<file path="src/rtl/chacha_block_sched.sv">
// ---------------------------------------------------------------------------
// chacha_block_sched
//
// Keystream block scheduler for the ChaCha20 datapath. Accepts a job (first
// 32-bit block counter plus block count) and drives the ChaCha20 block core
// one block at a time: start pulse with the block counter, wait for the core,
// then hold the block until downstream takes it. Tracks the number of blocks
// handed off in the current job and, optionally, refuses to let the block
// counter wrap inside one job.
//
// Configuration macro:
//   CHACHA_OVF_CHECK_EN  defined   -> counter-wrap check active, ERR state and
//                                     sticky ovf_err present.
//                        undefined -> counter wraps modulo 2^32, ovf_err = 0.
//
// Parameters:
//   GAP             idle cycles between a block handshake and the next
//                   core_start (0..15).
//
// Ports:
//   clk             clock, rising edge
//   init_n          synchronous active-low reset
//   job_valid/ready job request handshake (ready only in IDLE)
//   job_ctr0        first block counter of the job
//   job_nblocks     number of blocks in the job
//   core_start      one-cycle start pulse to the core
//   core_ctr        block counter for the core, stable start..done
//   core_done       one-cycle pulse from the core, block ready
//   blk_valid/ready block handoff to downstream
//   blocksproduced  blocks handed off in the current job
//   job_done        one-cycle pulse when a job completes
//   ovf_err         sticky counter-overflow error
// ---------------------------------------------------------------------------
module chacha_block_sched #(
  parameter int GAP = 0
) (
  input  logic        clk,
  input  logic        init_n,
  input  logic        job_valid,
  output logic        job_ready,
  input  logic [31:0] job_ctr0,
  input  logic [31:0] job_nblocks,
  output logic        core_start,
  output logic [31:0] core_ctr,
  input  logic        core_done,
  output logic        blk_valid,
  input  logic        blk_ready,
  output logic [31:0] blocksproduced,
  output logic        job_done,
  output logic        ovf_err
);

  // The gap counter is loaded with GAP-1 so that GAPW lasts exactly GAP cycles.
  localparam bit         HAS_GAP  = (GAP > 0);
  localparam logic [3:0] GAP_LOAD = HAS_GAP ? 4'(GAP - 1) : 4'd0;

`ifdef CHACHA_OVF_CHECK_EN
  typedef enum logic [2:0] {
    ST_IDLE, ST_START, ST_WAIT, ST_HOLD, ST_GAPW, ST_ERR
  } state_t;
`else
  typedef enum logic [2:0] {
    ST_IDLE, ST_START, ST_WAIT, ST_HOLD, ST_GAPW
  } state_t;
`endif

  state_t      state_reg, state_next;
  logic [31:0] ctr_reg, ctr_next;
  logic [31:0] rem_reg, rem_next;
  logic [31:0] bp_reg, bp_next;
  logic [3:0]  gap_cnt_reg, gap_cnt_next;
  logic        job_done_reg, job_done_next;
`ifdef CHACHA_OVF_CHECK_EN
  logic        ovf_reg, ovf_next;
`endif

  always_ff @(posedge clk) begin
    if (!init_n) begin
      state_reg    <= ST_IDLE;
      ctr_reg      <= 32'd0;
      rem_reg      <= 32'd0;
      bp_reg       <= 32'd0;
      gap_cnt_reg  <= 4'd0;
      job_done_reg <= 1'b0;
`ifdef CHACHA_OVF_CHECK_EN
      ovf_reg      <= 1'b0;
`endif
    end else begin
      state_reg    <= state_next;
      ctr_reg      <= ctr_next;
      rem_reg      <= rem_next;
      bp_reg       <= bp_next;
      gap_cnt_reg  <= gap_cnt_next;
      job_done_reg <= job_done_next;
`ifdef CHACHA_OVF_CHECK_EN
      ovf_reg      <= ovf_next;
`endif
    end
  end

  always_comb begin
    state_next    = state_reg;
    ctr_next      = ctr_reg;
    rem_next      = rem_reg;
    bp_next       = bp_reg;
    gap_cnt_next  = gap_cnt_reg;
    job_done_next = 1'b0;
`ifdef CHACHA_OVF_CHECK_EN
    ovf_next      = ovf_reg;
`endif

    case (state_reg)
      ST_IDLE: begin
        if (job_valid) begin
          ctr_next = job_ctr0;
          rem_next = job_nblocks;
          bp_next  = 32'd0;
`ifdef CHACHA_OVF_CHECK_EN
          ovf_next = 1'b0;
`endif
          // An empty job completes immediately without touching the core.
          if (job_nblocks == 32'd0) begin
            job_done_next = 1'b1;
          end else begin
            state_next = ST_START;
          end
        end
      end

      ST_START: begin
        state_next = ST_WAIT;
      end

      ST_WAIT: begin
        if (core_done) begin
          state_next = ST_HOLD;
        end
      end

      ST_HOLD: begin
        if (blk_ready) begin
          bp_next  = bp_reg + 32'd1;
          rem_next = rem_reg - 32'd1;
          if (rem_reg == 32'd1) begin
            // Last block: finishing at counter FFFFFFFF is legal.
            job_done_next = 1'b1;
            state_next    = ST_IDLE;
          end
`ifdef CHACHA_OVF_CHECK_EN
          else if (ctr_reg == 32'hFFFF_FFFF) begin
            ovf_next   = 1'b1;
            state_next = ST_ERR;
          end
`endif
          else begin
            ctr_next = ctr_reg + 32'd1;
            if (HAS_GAP) begin
              gap_cnt_next = GAP_LOAD;
              state_next   = ST_GAPW;
            end else begin
              state_next = ST_START;
            end
          end
        end
      end

      ST_GAPW: begin
        if (gap_cnt_reg == 4'd0) begin
          state_next = ST_START;
        end else begin
          gap_cnt_next = gap_cnt_reg - 4'd1;
        end
      end

`ifdef CHACHA_OVF_CHECK_EN
      // Terminal until init_n.
      ST_ERR: begin
        state_next = ST_ERR;
      end
`endif

      default: begin
        state_next = ST_IDLE;
      end
    endcase
  end

  assign job_ready      = (state_reg == ST_IDLE);
  assign core_start     = (state_reg == ST_START);
  assign blk_valid      = (state_reg == ST_HOLD);
  assign core_ctr       = ctr_reg;
  assign blocksproduced = bp_reg;
  assign job_done       = job_done_reg;
`ifdef CHACHA_OVF_CHECK_EN
  assign ovf_err        = ovf_reg;
`else
  assign ovf_err        = 1'b0;
`endif

endmodule

</file>
<file path="config.mk">
export PLATFORM = sky130hd
export DESIGN_NAME = chacha_block_sched
export DESIGN_NICKNAME = d
export VERILOG_FILES = /design/src/rtl/chacha_block_sched.sv
export SDC_FILE = /design/constraint.sdc
export NUM_CORES = 1
export LEC_CHECK = 0
export CELL_PAD_IN_SITES_DETAIL_PLACEMENT = 0
export CELL_PAD_IN_SITES_GLOBAL_PLACEMENT = 1
export CORE_ASPECT_RATIO = 0.7
export CORE_MARGIN = 4
export CORE_UTILIZATION = 25
export CTS_CLUSTER_DIAMETER = 40
export DETAILED_ROUTE_END_ITERATION = 16
export PLACE_DENSITY = 0.67
export SLEW_MARGIN = 0
export SYNTH_ARGS = -nofsm -noshare
export SYNTH_HDL_FRONTEND = slang
export SYNTH_SLANG_ARGS = --single-unit
export TNS_END_PERCENT = 1
</file>
<file path="constraint.sdc">
create_clock -name clk -period 3.2 [get_ports clk]
set_input_delay 0.64 -clock clk [delete_from_list [all_inputs] [get_ports clk]]
set_output_delay 0.64 -clock clk [all_outputs]
set_load 0.005 [all_outputs]
</file>
==> flow_summary_export.csv, run 1 <==
group,metric,value,unit
run_status,outcome,"complete, no violations",
worst_setup_path,cp_top_family,"simple AND/OR/NAND/NOR gates",
final_layout,layoutNonFillerInstCount,1187,
global_routing,busiest_layer,"met1",
yosys,ys_types,65,
clocking,cts_root_buf,"clkbuf_16",
clocking,clk_pin_slew,0.07,ns
sta,fin_skew,0.0105,ns
floorplan,pin_count,138,
global_routing,grt_max_degree,67,
global_routing,grt.total_usage,15.9,%
sta,period_share,83.9,%
route,drc,0,
worst_setup_path,slowest_delay,0.76,ns
clocking,clock-sinks,99,
power_and_ir_drop,irDropWorstVdd,0.407,mV
yosys,synth_nets,820,
yosys,synth_fa_ha_area_share,1.74,%
yosys,synthMuxAreaShare,2.10,%
global_routing,use_met1,25.0,%
clocking,ctsHtreeMaxLevel,3,
worst_setup_path,worstPathRequired,3.48,ns
yosys,synthArstFlopShare,0,%
clocking,cts_setup_buffers,0,
route,drt-wirelength-per-cell,17.7,µm
yosys,synth_edf_count,0,
clocking,clock_path_buffers,2,
worst_setup_path,start_kind,"primary input",
floorplan,design.die.area,0.0256,mm²
clocking,post_cts_resized,0,
worst_setup_path,path_cells,"clkdlybuf4s50_1, nor4_1, nand4_1, nor4_1, nand3b_1, nand3_1, o21ai_0",
worst_setup_path,worst-path-max-fanout,3,
sta,rsz0062_at_grt,"no",
yosys,synth_top_family_by_area,"simple AND/OR/NAND/NOR gates",
yosys,synthTopCellsByArea,"dfxtp_1 34%, a21oi_1 6.2%, nor2_1 5.4%, nand2_1 4.8%, o21ai_0 3.7%",
global_routing,grt.overflow.total,0,
final_layout,final_common_cell,"clkdlybuf4s50_1",
sta,slew_viol_final,0,
floorplan,die_x,190,µm
clocking,cts_hold_buf,0,
sta,worstMarginPinSlew,0.846,ns
final_layout,utilization,34.4,%
power_and_ir_drop,power,6.04,mW
place,place_inst,1171,
yosys,ys_ff_latch,99,
sta,period_needed,2.69,ns
yosys,syn_inst,743,
yosys,synth_compound_area_share,22.8,%
route,drt_iter0_drc,526,
place,placed_cell_area,0.00751,mm²
clocking,numCtsBuffers,9,
global_routing,antenna_found_initial,1,
final_layout,finalInstanceArea,0.00780,mm²
floorplan,rows,46,
global_routing,grt_pass1_wl,32600,µm
place,dpl.hpwl,15200,µm
route,dr.pass1.iters,5,
yosys,synth_top_area_share,34.4,%
worst_setup_path,worst_setup_path_end_kind,"flip-flop",
worst_setup_path,cp.arrival,2.97,ns
route,ant_nets,0,
worst_setup_path,crit_buf_inv,1,
sta,max_clock_freq,372,MHz
clocking,clk_latency,0.36,ns
run,maxCapViolCount,0,
worst_setup_path,worst_path_max_delay_cell,"nor4_1",
yosys,synth_area,0.00577,mm²
place,port_buffers,136,
yosys,ys_warn_count,0,
power_and_ir_drop,power_leakage,2.65,nW
yosys,synth_area_leader_cell,"dfxtp_1",
place,gp_congestion,0.801,
route,vias,6095,
global_routing,use_met3,4.57,%
sta,hold_viol_final,0,
hold_path,min_path_type,"reg -> reg",
final_layout,fillCellCount,2418,
final_layout,area_growth,35.3,%
final_layout,drive_gt1_share,6.97,%
yosys,seq_area_frac_synth,34.4,%
sta,setup_viol,0,
worst_setup_path,regToRegSetupSlack,0.52,ns
sta,tns,0,ns
final_layout,layout_common_cells,"136 x clkdlybuf4s50_1, 99 x dfxtp_1, 82 x nor2_1",
sta,worst_slack,0.514,ns
floorplan,fp.dieH,135,µm
power_and_ir_drop,p_per_area,774,mW/mm²
place,pre_cts_ws,0.274,ns
route,vias_per_cell,5.13,
yosys,synthXorXnorAreaFrac,4.25,%
final_layout,diodes,0,
global_routing,grtUsageMet2,21.4,%
floorplan,initial_core_util,25.4,%
global_routing,grt_pass1_vias,5528,
yosys,yosys.area_share.simple,29.4,%
yosys,synth_ff_type,"dfxtp_1",
worst_setup_path,critPathKind,"in -> reg",
yosys,synth_area_per_cell,7.76,µm²
route,postRouteWirelength,21100,µm
floorplan,core,0.0227,mm²
sta,whs,0.476,ns
clocking,cts_tree,"built",
sta,max_slew_margin,43.1,%
worst_setup_path,critPathMostFrequentCell,"nor4_1",
final_layout,final_nets,947,
final timing paths:
| kind | startpoint | endpoint | depth (start not counted) |
|---|---|---|---|
| setup / recovery | job_nblocks[18] | state_reg[1]$_SDFFE_PN0P_ | 7 |
| hold reg to reg | rem_reg[22]$_SDFFE_PN0P_ | rem_reg[22]$_SDFFE_PN0P_ | 1 |
| setup reg to reg | rem_reg[24]$_SDFFE_PN0P_ | core_ctr[14]$_SDFFE_PN0P_ | 7 |
| hold / removal | rem_reg[22]$_SDFFE_PN0P_ | rem_reg[22]$_SDFFE_PN0P_ | 1 |
per-layer routing:
metal,vias up,part of all wire [%]
met2,144,40
met3,14,6.2
li1,3014,-
met5,-,0.062
met1,2921,53
met4,2,0.78
cells by family after synthesis:
kind of cell,Yosys count
flip-flops,99
multiplexers,12
AND/OR/NAND/NOR,328
buffers and inverters,61
AO/OA/AOI/OAI,206
other,1
adder cells (fa/ha/maj),8
XOR/XNOR,28
area by class of cell:
class	instances	area (µm²)	share of cell area, %
clock buffers	10	229	2.93
repair buffers	163	1600	20.5
well taps	312	390	5.00
flip-flops and latches	99	1980	25.4
multi-input cells	583	3480	44.6
inverters	14	52.6	0.673
clock inverters	6	66.3	0.850
synth_stat cells (8+ instances only):
library cell   n
o32ai_1        9
a21oi_1       71
nor4_1        19
mux2i_1       11
nor2_1        83
nand2b_1       8
ha_1           8
or4_1         11
a21o_1        14
dfxtp_1       99
clkbuf_1      32
and3_1        13
a211oi_1      13
and4_1        11
xor2_1        16
nand2_1       73
inv_1         13
nand4_1       17
nand3_1       38
o21ai_0       43
xnor2_1       12
nor3_1        22
power by group:
group          total [mW]  switching, mW  internal, mW
Combinational        2.87           1.60          1.27
Sequential           2.04          0.456          1.58
Clock                1.14          0.528         0.608
Note: power is estimated with default switching activity, not from simulation.
==> run 2: changes to the inputs <==
Settings changed: PLACE_DENSITY 0.67 to 0.69.
Clock period 3.2 ns to 2.4 ns, I/O delays scaled along.
==> run 2 against run 1 <==
Net effect: sequential cell count stayed put; first-iteration DRC count is 4.8% higher; die area stayed put; cell count is 5.8% higher; design area is 7.4% higher; via count is 4.3% higher; combinational power is 64% higher; total power is 44% higher; worst hold slack better by 0.0022 ns; register-to-register slack worse by 0.51 ns; largest cell class unchanged; largest power group unchanged.
==> flow_summary_export.csv, run 2 (synthesized netlist as in run 1, its figures left out) <==
group,metric,value,unit
run_status,outcome,"complete, no violations",
route,wl_met1,11300,µm
place,place_inst,1239,
route,dr.pass1.iters,7,
route,vias_per_cell,5.06,
final_layout,finalInstanceArea,0.00838,mm²
route,postRouteWirelength,21700,µm
power_and_ir_drop,internal_power,5.08,mW
place,dpl.hpwl,16100,µm
place,gp_congestion,0.822,
worst_setup_path,worstPathRequired,2.65,ns
clocking,clock-sinks,99,
worst_setup_path,regToRegSetupSlack,0.01,ns
global_routing,grt_pass1_vias,5882,
final_layout,final_common_cell,"clkdlybuf4s50_1",
route,drc,0,
final_layout,multi_input_area,0.00352,mm²
route,dr_wl_met2,8760,µm
final_layout,layout_common_cells,"136 x clkdlybuf4s50_1, 98 x dfxtp_1, 90 x buf_4",
final_layout,area_growth,45.4,%
worst_setup_path,worstReg2RegEnd,"core_ctr[22]$_SDFFE_PN0P_",
power_and_ir_drop,p_sw,3.60,mW
route,vias,6355,
run,maxCapViolCount,0,
sta,worstMarginPinSlew,0.519,ns
worst_setup_path,critPathMostFrequentCell,"or4_4",
final_layout,fillCellCount,2384,
floorplan,rows,46,
worst_setup_path,path_cells,"or4_4, or4_4, nor4_4, a21o_1, buf_12, a21oi_1, o221a_1",
worst_setup_path,cp-startpoint,"rem_reg[24]$_SDFFE_PN0P_",
route,highest_layer,"met4",
final_layout,final_nets,1016,
final_layout,diodes,0,
global_routing,grt.total_usage,16.4,%
sta,period_needed,2.39,ns
clocking,clock_path_buffers,2,
route,ant_nets,0,
power_and_ir_drop,power,8.68,mW
place,port_buffers,136,
floorplan,die_x,190,µm
worst_setup_path,slowest_delay,0.54,ns
final_layout,layoutNonFillerInstCount,1256,
worst_setup_path,start_kind,"flip-flop",
worst_setup_path,reg2regPathDepth,7,
power_and_ir_drop,p_per_area,1040,mW/mm²
final_layout,utilization,37.0,%
global_routing,antenna_found_initial,0,
clocking,ctsHtreeMaxLevel,3,
power_and_ir_drop,irDropWorstVdd,0.438,mV
worst_setup_path,critPathKind,"reg -> reg",
worst_setup_path,path_depth,7,
sta,max_clock_freq,419,MHz
clocking,clk_latency,0.35,ns
route,drt-wirelength-per-cell,17.3,µm
clocking,clk_pin_slew,0.08,ns
worst_setup_path,cp.arrival,2.64,ns
route,drt_iter0_drc,551,
sta,period_share,99.5,%
worst_setup_path,worst_setup_path_end_kind,"flip-flop",
hold_path,min_path_type,"reg -> reg",
floorplan,pin_count,138,
global_routing,grt_pass1_wl,33600,µm
hold_path,hold_start,"rem_reg[22]$_SDFFE_PN0P_",
power_and_ir_drop,power_frac_comb,54.3,%
place,placed_cell_area,0.00806,mm²
worst_setup_path,worst_path_max_delay_cell,"or4_4",
worst_setup_path,r2r-start,"rem_reg[24]$_SDFFE_PN0P_",
floorplan,initial_core_util,25.4,%
floorplan,fp.dieH,135,µm
sta,rsz0062_at_grt,"yes",
sta,hold_viol_final,0,
power_and_ir_drop,clkPwrFrac,16.2,%
sta,max_slew_margin,65.1,%
final_layout,seqCellArea,0.00198,mm²
final_layout,drive_gt1_share,14.6,%
worst_setup_path,crit_buf_inv,1,
power_and_ir_drop,power_leakage,3.01,nW
sta,setup_viol,0,
worst_setup_path,cp_top_family,"simple AND/OR/NAND/NOR gates",
global_routing,grt.overflow.total,0,
worst_setup_path,worst-path-max-fanout,33,
floorplan,core,0.0227,mm²
clocking,cts_root_buf,"clkbuf_16",
clocking,numCtsBuffers,9,
clocking,cts_tree,"built",
power_and_ir_drop,seqPwrFrac,29.6,%
sta,fin_skew,0.0121,ns
floorplan,design.die.area,0.0256,mm²
sta,slew_viol_final,0,
worst_setup_path,crit_end,"core_ctr[22]$_SDFFE_PN0P_",
power_and_ir_drop,p_sw_share,41.5,%
global_routing,grt_max_degree,77,
route,wl_met3,1450,µm
[run 2: timing repair]
action | 4_1_cts | 5_1_grt
buffers inserted | 1 | 0
resized for setup | 2 | 9
hold buffers | 0 | 0
pin swaps | 3 | 7
setup endpoints to repair | 26 | 25
[run 2: final cells by class]
cell class / count / area share [%]
well taps: 312 / 4.66
repair buffers: 232 / 25.7
inverters: 14 / 0.627
multi-input cells: 583 / 42.0
flip-flops and latches: 99 / 23.7
clock buffers: 10 / 2.73
clock inverters: 6 / 0.597
[run 2: power by group through the flow]
stage,clock network [mW],logic [mW],registers [mW]
after floorplan,0,2.37,2.59
after global placement,0,4.58,2.59
after detailed placement,0,4.62,2.59
after CTS,1.46,4.66,2.56
after global routing,1.53,5.15,2.63
final,1.41,4.71,2.57
[run 2: worst min path at each step]
stage / cells past startpoint / endpoint / slack [ns]
floorplan: 1 / rem_reg[22]$_SDFFE_PN0P_ / 0.43
global placement: 1 / rem_reg[22]$_SDFFE_PN0P_ / 0.46
detailed placement: 1 / rem_reg[22]$_SDFFE_PN0P_ / 0.46
CTS: 1 / rem_reg[22]$_SDFFE_PN0P_ / 0.48
global route: 1 / rem_reg[22]$_SDFFE_PN0P_ / 0.52
finish: 1 / rem_reg[22]$_SDFFE_PN0P_ / 0.48
[run 2: worst register-to-register path, cell delays in order (launching register included)]
cell	delay, ns
dfxtp_1	0.31
or4_4	0.54
or4_4	0.47
nor4_4	0.23
a21o_1	0.20
buf_12	0.20
a21oi_1	0.09
o221a_1	0.25
[run 2: metal layers]
metal / GRT usage, % / up-vias
li1: - / 3152
met1: 25.8 / 2978
met2: 23.1 / 213
met3: 3.59 / 12
met4: 2.77 / 0
met5: 0 / -
[run 2: per-stage QoR]
| step | hold WS (ns) | setup WS (ns) | TNS (ns) |
|---|---|---|---|
| 2_1_floorplan | 0.434 | -0.00878 | -0.00878 |
| 3_3_place_gp | 0.457 | -0.0875 | -0.447 |
| 3_5_place_dp | 0.464 | -0.112 | -1.67 |
| 4_1_cts | 0.483 | -0.00193 | -0.00193 |
| 5_1_grt | 0.517 | -0.116 | -1.11 |
| 6_report | 0.479 | 0.0128 | 0 |
==> run 3: changes to the inputs <==
Settings changed: GPL_TIMING_DRIVEN from default to 0, REMOVE_ABC_BUFFERS from default to 1.
==> run 3 against run 2 <==
Net effect: the flow now finishes with violations (negative setup slack); non-clock buffer count decreased by 77; clock skew fell by 0.0035 ns; combinational power decreased by 8.9%; sequential share of layout area grew 0.92 points; critical endpoint is now core_ctr[10]$_SDFFE_PN0P_.
==> flow_summary_export.csv, run 3 (synthesized netlist as in run 1, its figures left out) <==
group,metric,value,unit
run_status,outcome,"complete, but fails checks",
run_status,violations,"negative setup slack",
floorplan,core,0.0227,mm²
worst_setup_path,cp.arrival,2.73,ns
sta,period_share,103,%
worst_setup_path,cp_top_family,"simple AND/OR/NAND/NOR gates",
sta,slew_viol_final,0,
sta,period_needed,2.46,ns
floorplan,rows,46,
run,maxCapViolCount,0,
route,vias_per_cell,5.23,
final_layout,final_common_cell,"clkdlybuf4s50_1",
place,port_buffers,136,
clocking,clock_path_buffers,2,
hold_path,hold_start,"rem_reg[22]$_SDFFE_PN0P_",
route,vias,6197,
place,pre_cts_ws,-2.08,ns
sta,tns,-0.176,ns
worst_setup_path,worst_setup_path_end_kind,"flip-flop",
clocking,cts_tree,"built",
route,drc,0,
sta,worst_slack,-0.0639,ns
worst_setup_path,cp-startpoint,"rem_reg[27]$_SDFFE_PN0P_",
final_layout,utilization,35.7,%
route,postRouteWirelength,22000,µm
sta,fin_skew,0.00865,ns
global_routing,grt_pass1_vias,5812,
floorplan,initial_core_util,25.4,%
floorplan,design.die.area,0.0256,mm²
worst_setup_path,worst-path-max-fanout,5,
worst_setup_path,start_kind,"flip-flop",
route,dr.pass1.iters,5,
sta,hold_viol_final,0,
place,place_inst,1146,
hold_path,min_path_type,"reg -> reg",
clocking,clk_latency,0.36,ns
worst_setup_path,regToRegSetupSlack,-0.06,ns
final_layout,finalInstanceArea,0.00810,mm²
global_routing,grt_pass1_wl,33700,µm
sta,max_slew_margin,40.3,%
global_routing,grt.overflow.total,0,
place,dpl.hpwl,13900,µm
final_layout,layoutNonFillerInstCount,1185,
clocking,ctsHtreeMaxLevel,3,
final_layout,final_nets,944,
worst_setup_path,critPathMostFrequentCell,"buf_6",
clocking,clock-sinks,99,
clocking,numCtsBuffers,9,
final_layout,area_growth,40.5,%
route,drt-wirelength-per-cell,18.6,µm
clocking,clk_pin_slew,0.08,ns
power_and_ir_drop,power_leakage,2.72,nW
final_layout,drive_gt1_share,11.7,%
worst_setup_path,crit_buf_inv,3,
worst_setup_path,worstPathRequired,2.66,ns
sta,worstMarginPinSlew,0.895,ns
clocking,cts_root_buf,"clkbuf_16",
clocking,cts_hold_buf,0,
sta,setup_viol,8,
floorplan,die_x,190,µm
place,placed_cell_area,0.00731,mm²
sta,whs,0.477,ns
worst_setup_path,slowest_delay,0.53,ns
worst_setup_path,critPathKind,"reg -> reg",
worst_setup_path,r2r-start,"rem_reg[27]$_SDFFE_PN0P_",
route,ant_nets,0,
route,drt_iter0_drc,422,
global_routing,antenna_found_initial,0,
sta,rsz0062_at_grt,"yes",
final_layout,layout_common_cells,"135 x clkdlybuf4s50_1, 91 x dfxtp_1, 80 x nor2_1",
power_and_ir_drop,power,8.68,mW
power_and_ir_drop,p_per_area,1070,mW/mm²
worst_setup_path,worst_path_max_delay_cell,"or4_4",
power_and_ir_drop,irDropWorstVdd,0.422,mV
floorplan,pin_count,138,
global_routing,grt_max_degree,65,
place,gp_congestion,0.764,
sta,max_clock_freq,406,MHz
floorplan,fp.dieH,135,µm
worst_setup_path,path_cells,"or4_4, or4_4, nor4_4, buf_6, a21oi_4, buf_6, buf_6, a2111oi_4",
global_routing,grt.total_usage,16.4,%
==> run 3: path summary, 6_finish.rpt <==
kind / end / cells past startpoint
worst max-delay path: core_ctr[10]$_SDFFE_PN0P_ / 8
worst min-delay path: rem_reg[22]$_SDFFE_PN0P_ / 1
worst max register to register: core_ctr[10]$_SDFFE_PN0P_ / 8
worst min register to register: rem_reg[22]$_SDFFE_PN0P_ / 1
==> run 3: final cells by class <==
| type | count | area (µm²) |
|---|---|---|
| Multi-Input combinational cell | 588 | 3780 |
| Sequential cell | 99 | 1990 |
| Tap cell | 312 | 390 |
| Clock inverter | 7 | 90.1 |
| Inverter | 14 | 57.6 |
| Fill cell | 2404 | 14600 |
| Timing Repair Buffer | 155 | 1570 |
| Clock buffer | 9 | 225 |
| Antenna cell | 1 | 2.50 |
==> run 3: per-layer routing <==
layer	vias to the layer above	wire, µm	part of all wire (%)	track usage (%)
met3	11	1210	5.5	3.07
met1	2984	11100	51	24.4
met5	-	0	0	0
li1	3022	-	-	-
met4	0	140	0.64	2.41
met2	180	9540	43	25.3
==> run 3: timing repair <==
action	CTS	global route
buffers inserted	13	4
pin swaps	12	9
cloned	3	2
gates resized for setup	42	26
setup endpoints to repair	100	88
hold endpoints to repair	0	0
==> run 3: power by group <==
part,switching [mW],internal [mW],total [mW]
Combinational,2.43,1.87,4.29
Sequential,0.663,2.12,2.78
Clock,0.768,0.843,1.61
Total,3.86,4.83,8.68
